## config.mk

```make
export PLATFORM = sky130hd
export DESIGN_NAME = imem_writer_flat
export DESIGN_NICKNAME = d
export VERILOG_FILES = /design/src/rtl/imem_writer_if.sv /design/src/rtl/imem_writer.sv /design/src/flat_wrapper.sv
export SDC_FILE = /design/constraint.sdc
export NUM_CORES = 1
export LEC_CHECK = 0
export CORE_MARGIN = 3
export CORE_UTILIZATION = 45
export DETAILED_ROUTE_END_ITERATION = 8
export PLACE_DENSITY = 0.72
export SLEW_MARGIN = 10
export SYNTH_ARGS = -nofsm -noshare
export SYNTH_HDL_FRONTEND = slang
export SYNTH_SLANG_ARGS = --single-unit
```

## constraint.sdc

```tcl
create_clock -name clk -period 3.3 [get_ports clk]
set_clock_uncertainty 0.05 [all_clocks]
set_input_delay 0.495 -clock clk [delete_from_list [all_inputs] [get_ports clk]]
set_output_delay 0.495 -clock clk [all_outputs]
set_load 0.02 [all_outputs]
```

## src/rtl/imem_writer_if.sv

```systemverilog
// Load-side stream and byte-write bus of the instruction memory writer.
// The loader drives through master; the writer attaches through slave.
interface imem_writer_if #(
    parameter int ADDR_WIDTH = 6
);
    logic                  start;
    logic [ADDR_WIDTH-1:0] base_addr;
    logic [ADDR_WIDTH-1:0] word_count;
    logic                  in_valid;
    logic [31:0]           in_data;
    logic                  in_ready;
    logic                  mem_we;
    logic [ADDR_WIDTH-1:0] mem_addr;
    logic [7:0]            mem_wdata;
    logic                  busy;
    logic                  done;
    logic                  overflow;

    modport master (
        output start, base_addr, word_count, in_valid, in_data,
        input  in_ready, mem_we, mem_addr, mem_wdata, busy, done, overflow
    );

    modport slave (
        input  start, base_addr, word_count, in_valid, in_data,
        output in_ready, mem_we, mem_addr, mem_wdata, busy, done, overflow
    );
endinterface

```

## src/rtl/imem_writer.sv

```systemverilog
// Serialises 32-bit instruction words into MSB-first byte writes at ascending
// addresses, stopping (with sticky overflow) rather than wrapping past the top.
module imem_writer #(
    parameter int MEM_SIZE   = 64,
    parameter int ADDR_WIDTH = 6
) (
    input  logic         clk,
    input  logic         rst,
    imem_writer_if.slave bus
);
    typedef enum logic [1:0] {
        ST_IDLE,
        ST_ACCEPT,
        ST_WRITE,
        ST_DONE
    } state_t;

    localparam logic [ADDR_WIDTH-1:0] LAST_ADDR = ADDR_WIDTH'(MEM_SIZE - 1);
    localparam logic [ADDR_WIDTH-1:0] ONE       = ADDR_WIDTH'(1);

    state_t                state_q, state_d;
    logic [ADDR_WIDTH-1:0] ptr_q, ptr_d;
    logic [ADDR_WIDTH-1:0] remaining_q, remaining_d;
    logic [1:0]            idx_q, idx_d;
    logic [31:0]           shift_q, shift_d;
    logic                  overflow_q, overflow_d;
    logic                  last_byte;

    always_ff @(posedge clk or posedge rst) begin
        if (rst) begin
            state_q     <= ST_IDLE;
            ptr_q       <= '0;
            remaining_q <= '0;
            idx_q       <= '0;
            shift_q     <= '0;
            overflow_q  <= 1'b0;
        end else begin
            state_q     <= state_d;
            ptr_q       <= ptr_d;
            remaining_q <= remaining_d;
            idx_q       <= idx_d;
            shift_q     <= shift_d;
            overflow_q  <= overflow_d;
        end
    end

    // Final byte of the whole load: the top address may be written then without overflow.
    assign last_byte = (idx_q == 2'd3) && (remaining_q == ONE);

    always_comb begin
        state_d       = state_q;
        ptr_d         = ptr_q;
        remaining_d   = remaining_q;
        idx_d         = idx_q;
        shift_d       = shift_q;
        overflow_d    = overflow_q;
        bus.in_ready  = 1'b0;
        bus.mem_we    = 1'b0;
        bus.mem_addr  = '0;
        bus.mem_wdata = '0;
        bus.done      = 1'b0;

        case (state_q)
            ST_IDLE: begin
                if (bus.start) begin
                    ptr_d       = bus.base_addr;
                    remaining_d = bus.word_count;
                    overflow_d  = 1'b0;
                    state_d     = (bus.word_count == '0) ? ST_DONE : ST_ACCEPT;
                end
            end
            ST_ACCEPT: begin
                bus.in_ready = 1'b1;
                if (bus.in_valid) begin
                    shift_d = bus.in_data;
                    idx_d   = 2'd0;
                    state_d = ST_WRITE;
                end
            end
            ST_WRITE: begin
                bus.mem_we    = 1'b1;
                bus.mem_addr  = ptr_q;
                bus.mem_wdata = shift_q[31:24];
                shift_d       = {shift_q[23:0], 8'h00};
                ptr_d         = ptr_q + ONE;
                idx_d         = idx_q + 2'd1;
                if (idx_q == 2'd3) begin
                    remaining_d = remaining_q - ONE;
                end
                if ((ptr_q == LAST_ADDR) && !last_byte) begin
                    overflow_d = 1'b1;
                    state_d    = ST_DONE;
                end else if (idx_q == 2'd3) begin
                    state_d = (remaining_q == ONE) ? ST_DONE : ST_ACCEPT;
                end
            end
            ST_DONE: begin
                bus.done = 1'b1;
                state_d  = ST_IDLE;
            end
            default: begin
                state_d = ST_IDLE;
            end
        endcase
    end

    assign bus.busy     = (state_q != ST_IDLE);
    assign bus.overflow = overflow_q;
endmodule

```

## src/flat_wrapper.sv

```systemverilog
// flat-port wrapper written by rule: the top's interface ports become plain ports
module imem_writer_flat 
#(
    parameter int MEM_SIZE   = 64,
    parameter int ADDR_WIDTH = 6
)
  (clk, rst, bus_start, bus_base_addr, bus_word_count, bus_in_valid, bus_in_data, bus_in_ready, bus_mem_we, bus_mem_addr, bus_mem_wdata, bus_busy, bus_done, bus_overflow);
  imem_writer_if #(.ADDR_WIDTH(ADDR_WIDTH)) bus_i ();
  input  logic clk;
  input  logic rst;
  input wire logic [$bits(bus_i.start)-1:0] bus_start;
  input wire logic [$bits(bus_i.base_addr)-1:0] bus_base_addr;
  input wire logic [$bits(bus_i.word_count)-1:0] bus_word_count;
  input wire logic [$bits(bus_i.in_valid)-1:0] bus_in_valid;
  input wire logic [$bits(bus_i.in_data)-1:0] bus_in_data;
  output wire logic [$bits(bus_i.in_ready)-1:0] bus_in_ready;
  output wire logic [$bits(bus_i.mem_we)-1:0] bus_mem_we;
  output wire logic [$bits(bus_i.mem_addr)-1:0] bus_mem_addr;
  output wire logic [$bits(bus_i.mem_wdata)-1:0] bus_mem_wdata;
  output wire logic [$bits(bus_i.busy)-1:0] bus_busy;
  output wire logic [$bits(bus_i.done)-1:0] bus_done;
  output wire logic [$bits(bus_i.overflow)-1:0] bus_overflow;
  assign bus_i.start = bus_start;
  assign bus_i.base_addr = bus_base_addr;
  assign bus_i.word_count = bus_word_count;
  assign bus_i.in_valid = bus_in_valid;
  assign bus_i.in_data = bus_in_data;
  assign bus_in_ready = bus_i.in_ready;
  assign bus_mem_we = bus_i.mem_we;
  assign bus_mem_addr = bus_i.mem_addr;
  assign bus_mem_wdata = bus_i.mem_wdata;
  assign bus_busy = bus_i.busy;
  assign bus_done = bus_i.done;
  assign bus_overflow = bus_i.overflow;
  imem_writer #(.MEM_SIZE(MEM_SIZE), .ADDR_WIDTH(ADDR_WIDTH)) u_core (.clk(clk), .rst(rst), .bus(bus_i));
endmodule
```

==> results of run 1 <==
registers in the layout, indices dropped and copies added, names as in the netlist:
register,count
u_core.bus.overflow,1
u_core.ptr_q,6
u_core.remaining_q,6
u_core.idx_q,2
u_core.state_q,2
u_core.shift_q,32
metal layers:
| layer | routed length (microns) | part of all wire | up-vias |
|---|---|---|---|
| met5 | 0 | 0 | - |
| met4 | 57 | 0.0094 | 0 |
| met3 | 304 | 0.050 | 8 |
| met2 | 2810 | 0.46 | 56 |
| met1 | 2900 | 0.48 | 1127 |
| li1 | - | - | 1197 |
layout make-up:
type	count	area [sq um]	share of cell area
Inverter	7	28.8	0.00841
Sequential cell	49	1230	0.358
Clock buffer	6	82.6	0.0241
Multi-Input combinational cell	236	1270	0.370
Timing Repair Buffer	70	691	0.202
Tap cell	72	90.1	0.0263
Clock inverter	2	37.5	0.0110
critical path, delay by kind of cell (launching register included):
family | cells | cell delay [ns]
buf+inv | 2 | 1.12
flops | 1 | 0.49
simple gates | 1 | 0.33
placed cells by master, fill, tap and decap left out, drive strengths merged, types with 6 or more instances in the layout:
| master | instances |
|---|---|
| clkdlybuf4s50 | 66 |
| nand2 | 67 |
| o22ai | 8 |
| o21ai | 23 |
| nor2 | 36 |
| inv | 6 |
| clkbuf | 6 |
| and2 | 15 |
| and3 | 10 |
| a31oi | 24 |
| dfrtp | 49 |
| a21oi | 19 |
path summary, 6_finish.rpt:
path / end / slack, ns / cells after the start
setup / recovery: bus_done / 0.52 / 3
hold / removal: u_core.idx_q[0] / 0.45 / 1
setup reg to reg: u_core.shift_q[11] / 1.51 / 6
hold reg to reg: u_core.idx_q[0] / 0.45 / 1
max in group asynchronous: u_core.state_q[0] / 1.87 / 2
min in group asynchronous: u_core.remaining_q[2] / 0.71 / 2
synth_stat cells (5+ instances only):
cell	count	area share
and2_1	15	0.035
inv_1	5	0.0071
a31oi_1	24	0.057
o21ai_0	22	0.042
nand2_1	67	0.095
and3_1	10	0.024
o22ai_1	8	0.019
nor2_1	36	0.051
a21oi_1	17	0.032
buf_2	17	0.032
dfrtp_1	49	0.46
logic make-up after synthesis:
| kind of cell | after synthesis | synth area share |
|---|---|---|
| simple gates | 143 | 0.243 |
| compound gates | 85 | 0.198 |
| flops | 49 | 0.463 |
| buf+inv | 30 | 0.0614 |
| mux | 4 | 0.0151 |
| fa+ha+maj | 4 | 0.0189 |
power by group through the flow:
stage	Sequential (mW)	Clock, mW	Combinational [mW]
floorplan	1.08	0	1.31
global placement	1.13	0	1.67
detailed placement	1.15	0	1.72
CTS	1.13	0.455	1.73
global route	1.18	0.480	1.93
finish	1.14	0.444	1.71
through the flow:
| step | total power [mW] | cell area [sq um] | utilization | setup slack (ns) |
|---|---|---|---|---|
| after floorplan | 2.39 | 2650 | - | 1.38 |
| after global placement | 2.81 | 3300 | 0.589 | 0.917 |
| after detailed placement | 2.87 | 3300 | 0.589 | 0.836 |
| after CTS | 3.32 | 3420 | 0.610 | 0.489 |
| after global routing | 3.60 | 3420 | 0.610 | 0.365 |
| final | 3.29 | 3420 | 0.610 | 0.525 |
==> run_results.csv, run 1 <==
group,metric,value,unit
status,status,"complete, no violations",
critical_path,cpMaxStageDelayCell,"clkdlybuf4s50_1",
global_route,grt_antenna_before_repair,0,
floorplanning,rows,27,
critical_path,end_kind,"output port",
final_layout,antenna_cells,0,
timing,finalCritPeriodShare,0.841,
critical_path,timing.rr.start,"u_core.state_q[0]",
drt,first_pass_iters,4,
drt,drc,0,
logic_synthesis,synth_edf_count,0,
global_route,grt_pass1_vias,2334,
cts,path_clk_slew,0.09,ns
global_route,grt.met3_usage,0.0336,
floorplanning,core_region_area,0.00561,sq mm
global_route,grtUsageTotal,0.194,
logic_synthesis,yosysUniqueCellTypes,35,
cts,clk_latency,0.30,ns
cts,cts_sinks,49,
critical_path,criticalPathCategory,"reg2out",
timing,slew_headroom,0.325,
global_route,met2_usage,0.329,
critical_path,cp_max_fo,19,
global_route,grt_max_degree,51,
pwr,p_sw_frac,0.428,
critical_path,cpPeakStageDelay,0.66,ns
timing,grt_setup_unrepaired,"false",
final_layout,nets,421,
pwr,p_int,1.88,mW
logic_synthesis,ys_seq_elements,49,
timing,fin_hold_ws,0.447,ns
cts,cts_hold_buf,0,
cts,root_buffer,"clkbuf_8",
global_route,grt_pass1_wl,10.4,mm
cts,post_cts_buffers,0,
place,port_buffers,66,
floorplanning,start_util,0.472,
logic_synthesis,synth-seq-area-share,0.463,
timing,max_freq,360,MHz
cts,cts_made_buffers,5,
logic_synthesis,synthCells,315,
floorplanning,die_w,82.7,microns
timing,tightest_slew,1.01,ns
timing,drv_slew,0,
flow_run,cap_violations,0,
logic_synthesis,syn-num-nets,367,
floorplanning,die_h,82.7,microns
place,dp_cells,434,
global_route,use_met1,0.255,
pwr,p_leak,1.44,nW
pwr,clock_power_share,0.135,
drt,routedWlPerCell,13.7,microns
timing,tns,0,ns
final_layout,fin_cells,442,
floorplanning,die-area,0.00684,sq mm
timing,finalSetupViolCount,0,
logic_synthesis,syn_area,0.00265,sq mm
cts,cts_tree,"built",
final_layout,areaGrowthSynthToFinish,29.3,%
logic_synthesis,synthFlopType,"dfrtp_1",
final_layout,fillCellCount,526,
cts,htreeDepth,2,
critical_path,crit_start,"u_core.state_q[0]",
drt,drt_iter0_drc,172,
pwr,pwr-share-comb,0.520,
global_route,grt_overflow,0,
pwr,seq_power_share,0.345,
drt,ant_nets,0,
global_route,busiest_layer,"met2",
logic_synthesis,syn_area_per_cell,8.40,sq um
pwr,power_density,962,mW/mm^2
critical_path,crit_chain,"clkinv_1 -> nor2_1 -> clkdlybuf4s50_1",
hold_path,hold_class,"reg2reg",
timing,min_period,2.78,ns
logic_synthesis,synthArstFlopShare,1.00,
critical_path,required,2.75,ns
final_layout,drive_above_1_share,0.0568,
drt,via_per_inst,5.40,
drt,postRouteWirelength,6.07,mm
cts,clockBufferDepth,2,
timing,hold_viol_final,0,
pwr,vdd_ir_drop_max,701,uV
floorplanning,ios,67,
critical_path,cp-start-kind,"flop",
drt,vias,2388,
place,dpl.hpwl,4.21,mm
critical_path,arrival,2.23,ns
logic_synthesis,ys_warn_count,0,
place,gp_congestion,0.816,
pwr,p_sw,1.41,mW
cts,post_cts_resized,0,
hold_path,hp-start,"u_core.idx_q[0]",
Note: power is estimated with default switching activity, not from simulation.
==> run 2, diff against run 1 <==
- CORE_UTILIZATION: 45 -> 44
- PLACE_DENSITY: 0.72 -> 0.74
- clock period: 3.3 -> 2.4 ns (I/O delays scaled with it)
==> run 2 against run 1 <==
First-iteration DRC count up 8.1%; die area rose by 2.1%; register-to-register slack got worse by 0.82 ns; clock power grew 7.9%; largest cell class unchanged.
==> run_results.csv, run 2 (same netlist as run 1, synthesis figures left out) <==
group,metric,value,unit
status,status,"complete, no violations",
critical_path,arrival,1.86,ns
floorplanning,start_util,0.466,
final_layout,largest_register_ffs,32,
floorplanning,die_h,83.6,microns
drt,routedWlPerCell,13.6,microns
place,dp_cells,437,
final_layout,drive_above_1_share,0.0697,
pwr,p_sw,1.95,mW
timing,slew_headroom,0.590,
timing,finalSetupViolCount,0,
timing,tightest_slew,0.615,ns
drt,via_per_inst,5.40,
critical_path,cp-start-kind,"flop",
pwr,fin_total_pwr,4.45,mW
timing,worst_slack,0.128,ns
drt,vias,2402,
place,place_ws,0.279,ns
critical_path,end_kind,"output port",
floorplanning,die_w,83.6,microns
global_route,grt_overflow,0,
pwr,pwr-share-comb,0.535,
timing,grt_setup_unrepaired,"false",
critical_path,crit_chain,"nand2b_4 -> inv_8 -> and2_1 -> clkdlybuf4s50_1",
pwr,power_density,1300,mW/mm^2
cts,cts_sinks,49,
critical_path,criticalPathCategory,"reg2out",
timing,fin_hold_ws,0.455,ns
cts,clk_latency,0.30,ns
cts,path_clk_slew,0.09,ns
critical_path,cpPeakStageDelay,0.60,ns
drt,postRouteWirelength,6.05,mm
final_layout,mostFrequentLayoutCells,"nand2_1, clkdlybuf4s50_1, dfrtp_1, nor2_1, a31oi_1",
critical_path,required,1.99,ns
timing,hold_viol_final,0,
cts,root_buffer,"clkbuf_8",
cts,htreeDepth,2,
final_layout,antenna_cells,0,
global_route,grt_pass1_wl,10.6,mm
final_layout,largest_registers,"u_core.shift_q x32, u_core.ptr_q x6, u_core.remaining_q x6",
final_layout,final_common_cell,"nand2_1",
place,gp_congestion,0.791,
flow_run,cap_violations,0,
final_layout,areaGrowthSynthToFinish,29.4,%
pwr,p_sw_frac,0.439,
global_route,grt_max_degree,51,
timing,drv_slew,0,
final_layout,fin_cells,445,
critical_path,cpMaxStageDelayCell,"clkdlybuf4s50_1",
floorplanning,ios,67,
drt,ant_nets,0,
place,dpl.hpwl,4.31,mm
place,port_buffers,66,
place,place_area,0.00334,sq mm
hold_path,hold_class,"reg2reg",
final_layout,top_register,"u_core.shift_q",
final_layout,fillCellCount,507,
cts,cts_made_buffers,5,
pwr,p_int,2.50,mW
final_layout,fin_area,0.00343,sq mm
drt,drc,0,
pwr,p_leak,1.46,nW
timing,tns,0,ns
global_route,grtUsageTotal,0.181,
final_layout,nets,424,
pwr,seq_power_share,0.358,
floorplanning,die-area,0.00698,sq mm
pwr,vdd_ir_drop_max,779,uV
global_route,grt_pass1_vias,2226,
floorplanning,rows,27,
pwr,clock_power_share,0.108,
drt,first_pass_iters,4,
global_route,grt_antenna_before_repair,0,
critical_path,cp_max_fo,33,
cts,clockBufferDepth,2,
drt,drt_iter0_drc,186,
cts,cts_hold_buf,0,
timing,finalCritPeriodShare,0.947,
cts,cts_tree,"built",
floorplanning,core_region_area,0.00568,sq mm
timing,max_freq,440,MHz
final_layout,final_util,0.604,
timing,min_period,2.27,ns
run 2: changes by cell type in the layout (fill, tap and decap cells not counted), moves of 2 or more:
cell / delta
buf_4: +2
clkdlybuf4s50_1: -2
clkinv_2: +2
dlygate4sd2_1: +2
run 2: critical path: cells and delay by family, from the launching register on:
kind,cells,cell delay [ns]
buffers and inverters,2,0.76
DFF,1,0.47
and+or+nand+nor,2,0.33
run 2: power by group through the flow:
stage | logic [mW] | registers (mW) | clock network, mW
global route | 2.68 | 1.66 | 0.526
global placement | 2.33 | 1.57 | 0
detailed placement | 2.39 | 1.60 | 0
CTS | 2.40 | 1.58 | 0.488
floorplan | 1.80 | 1.49 | 0
finish | 2.38 | 1.59 | 0.479
run 2: final timing paths:
check                           cells past startpoint         startpoint               endpoint  slack (ns)
worst max-delay path                                4  u_core.state_q[0]        bus_mem_addr[2]        0.13
worst min-delay path                                1    u_core.idx_q[0]        u_core.idx_q[0]        0.45
worst max register to register                      5  u_core.state_q[1]  u_core.remaining_q[0]        0.69
worst min register to register                      1    u_core.idx_q[0]        u_core.idx_q[0]        0.45
max in group asynchronous                           3                rst      u_core.state_q[0]        1.38
min in group asynchronous                           3                rst  u_core.remaining_q[3]        0.48
run 2: repair_timing:
action                     4_1_cts  5_1_grt
resized for setup                3        3
setup endpoints to repair        4       14
buffers inserted                 0        0
run 2: area by class of cell:
type | count | area (sq um) | share of cell area
clock inverter | 3 | 17.5 | 0.00511
multi-input combinational | 236 | 1270 | 0.369
clock buffer | 5 | 68.8 | 0.0201
inverter | 7 | 33.8 | 0.00986
sequential | 49 | 1230 | 0.358
tap | 72 | 90.1 | 0.0263
timing repair buffer | 73 | 723 | 0.211
run 2: layer usage:
| metal | wire, microns | global-route usage | part of all wire | up-vias |
|---|---|---|---|---|
| li1 | - | - | - | 1195 |
| met1 | 2770 | 0.245 | 0.46 | 1133 |
| met2 | 2860 | 0.295 | 0.47 | 68 |
| met3 | 361 | 0.0405 | 0.060 | 6 |
| met4 | 53 | 0.0482 | 0.0088 | 0 |
| met5 | 0 | 0 | 0 | - |
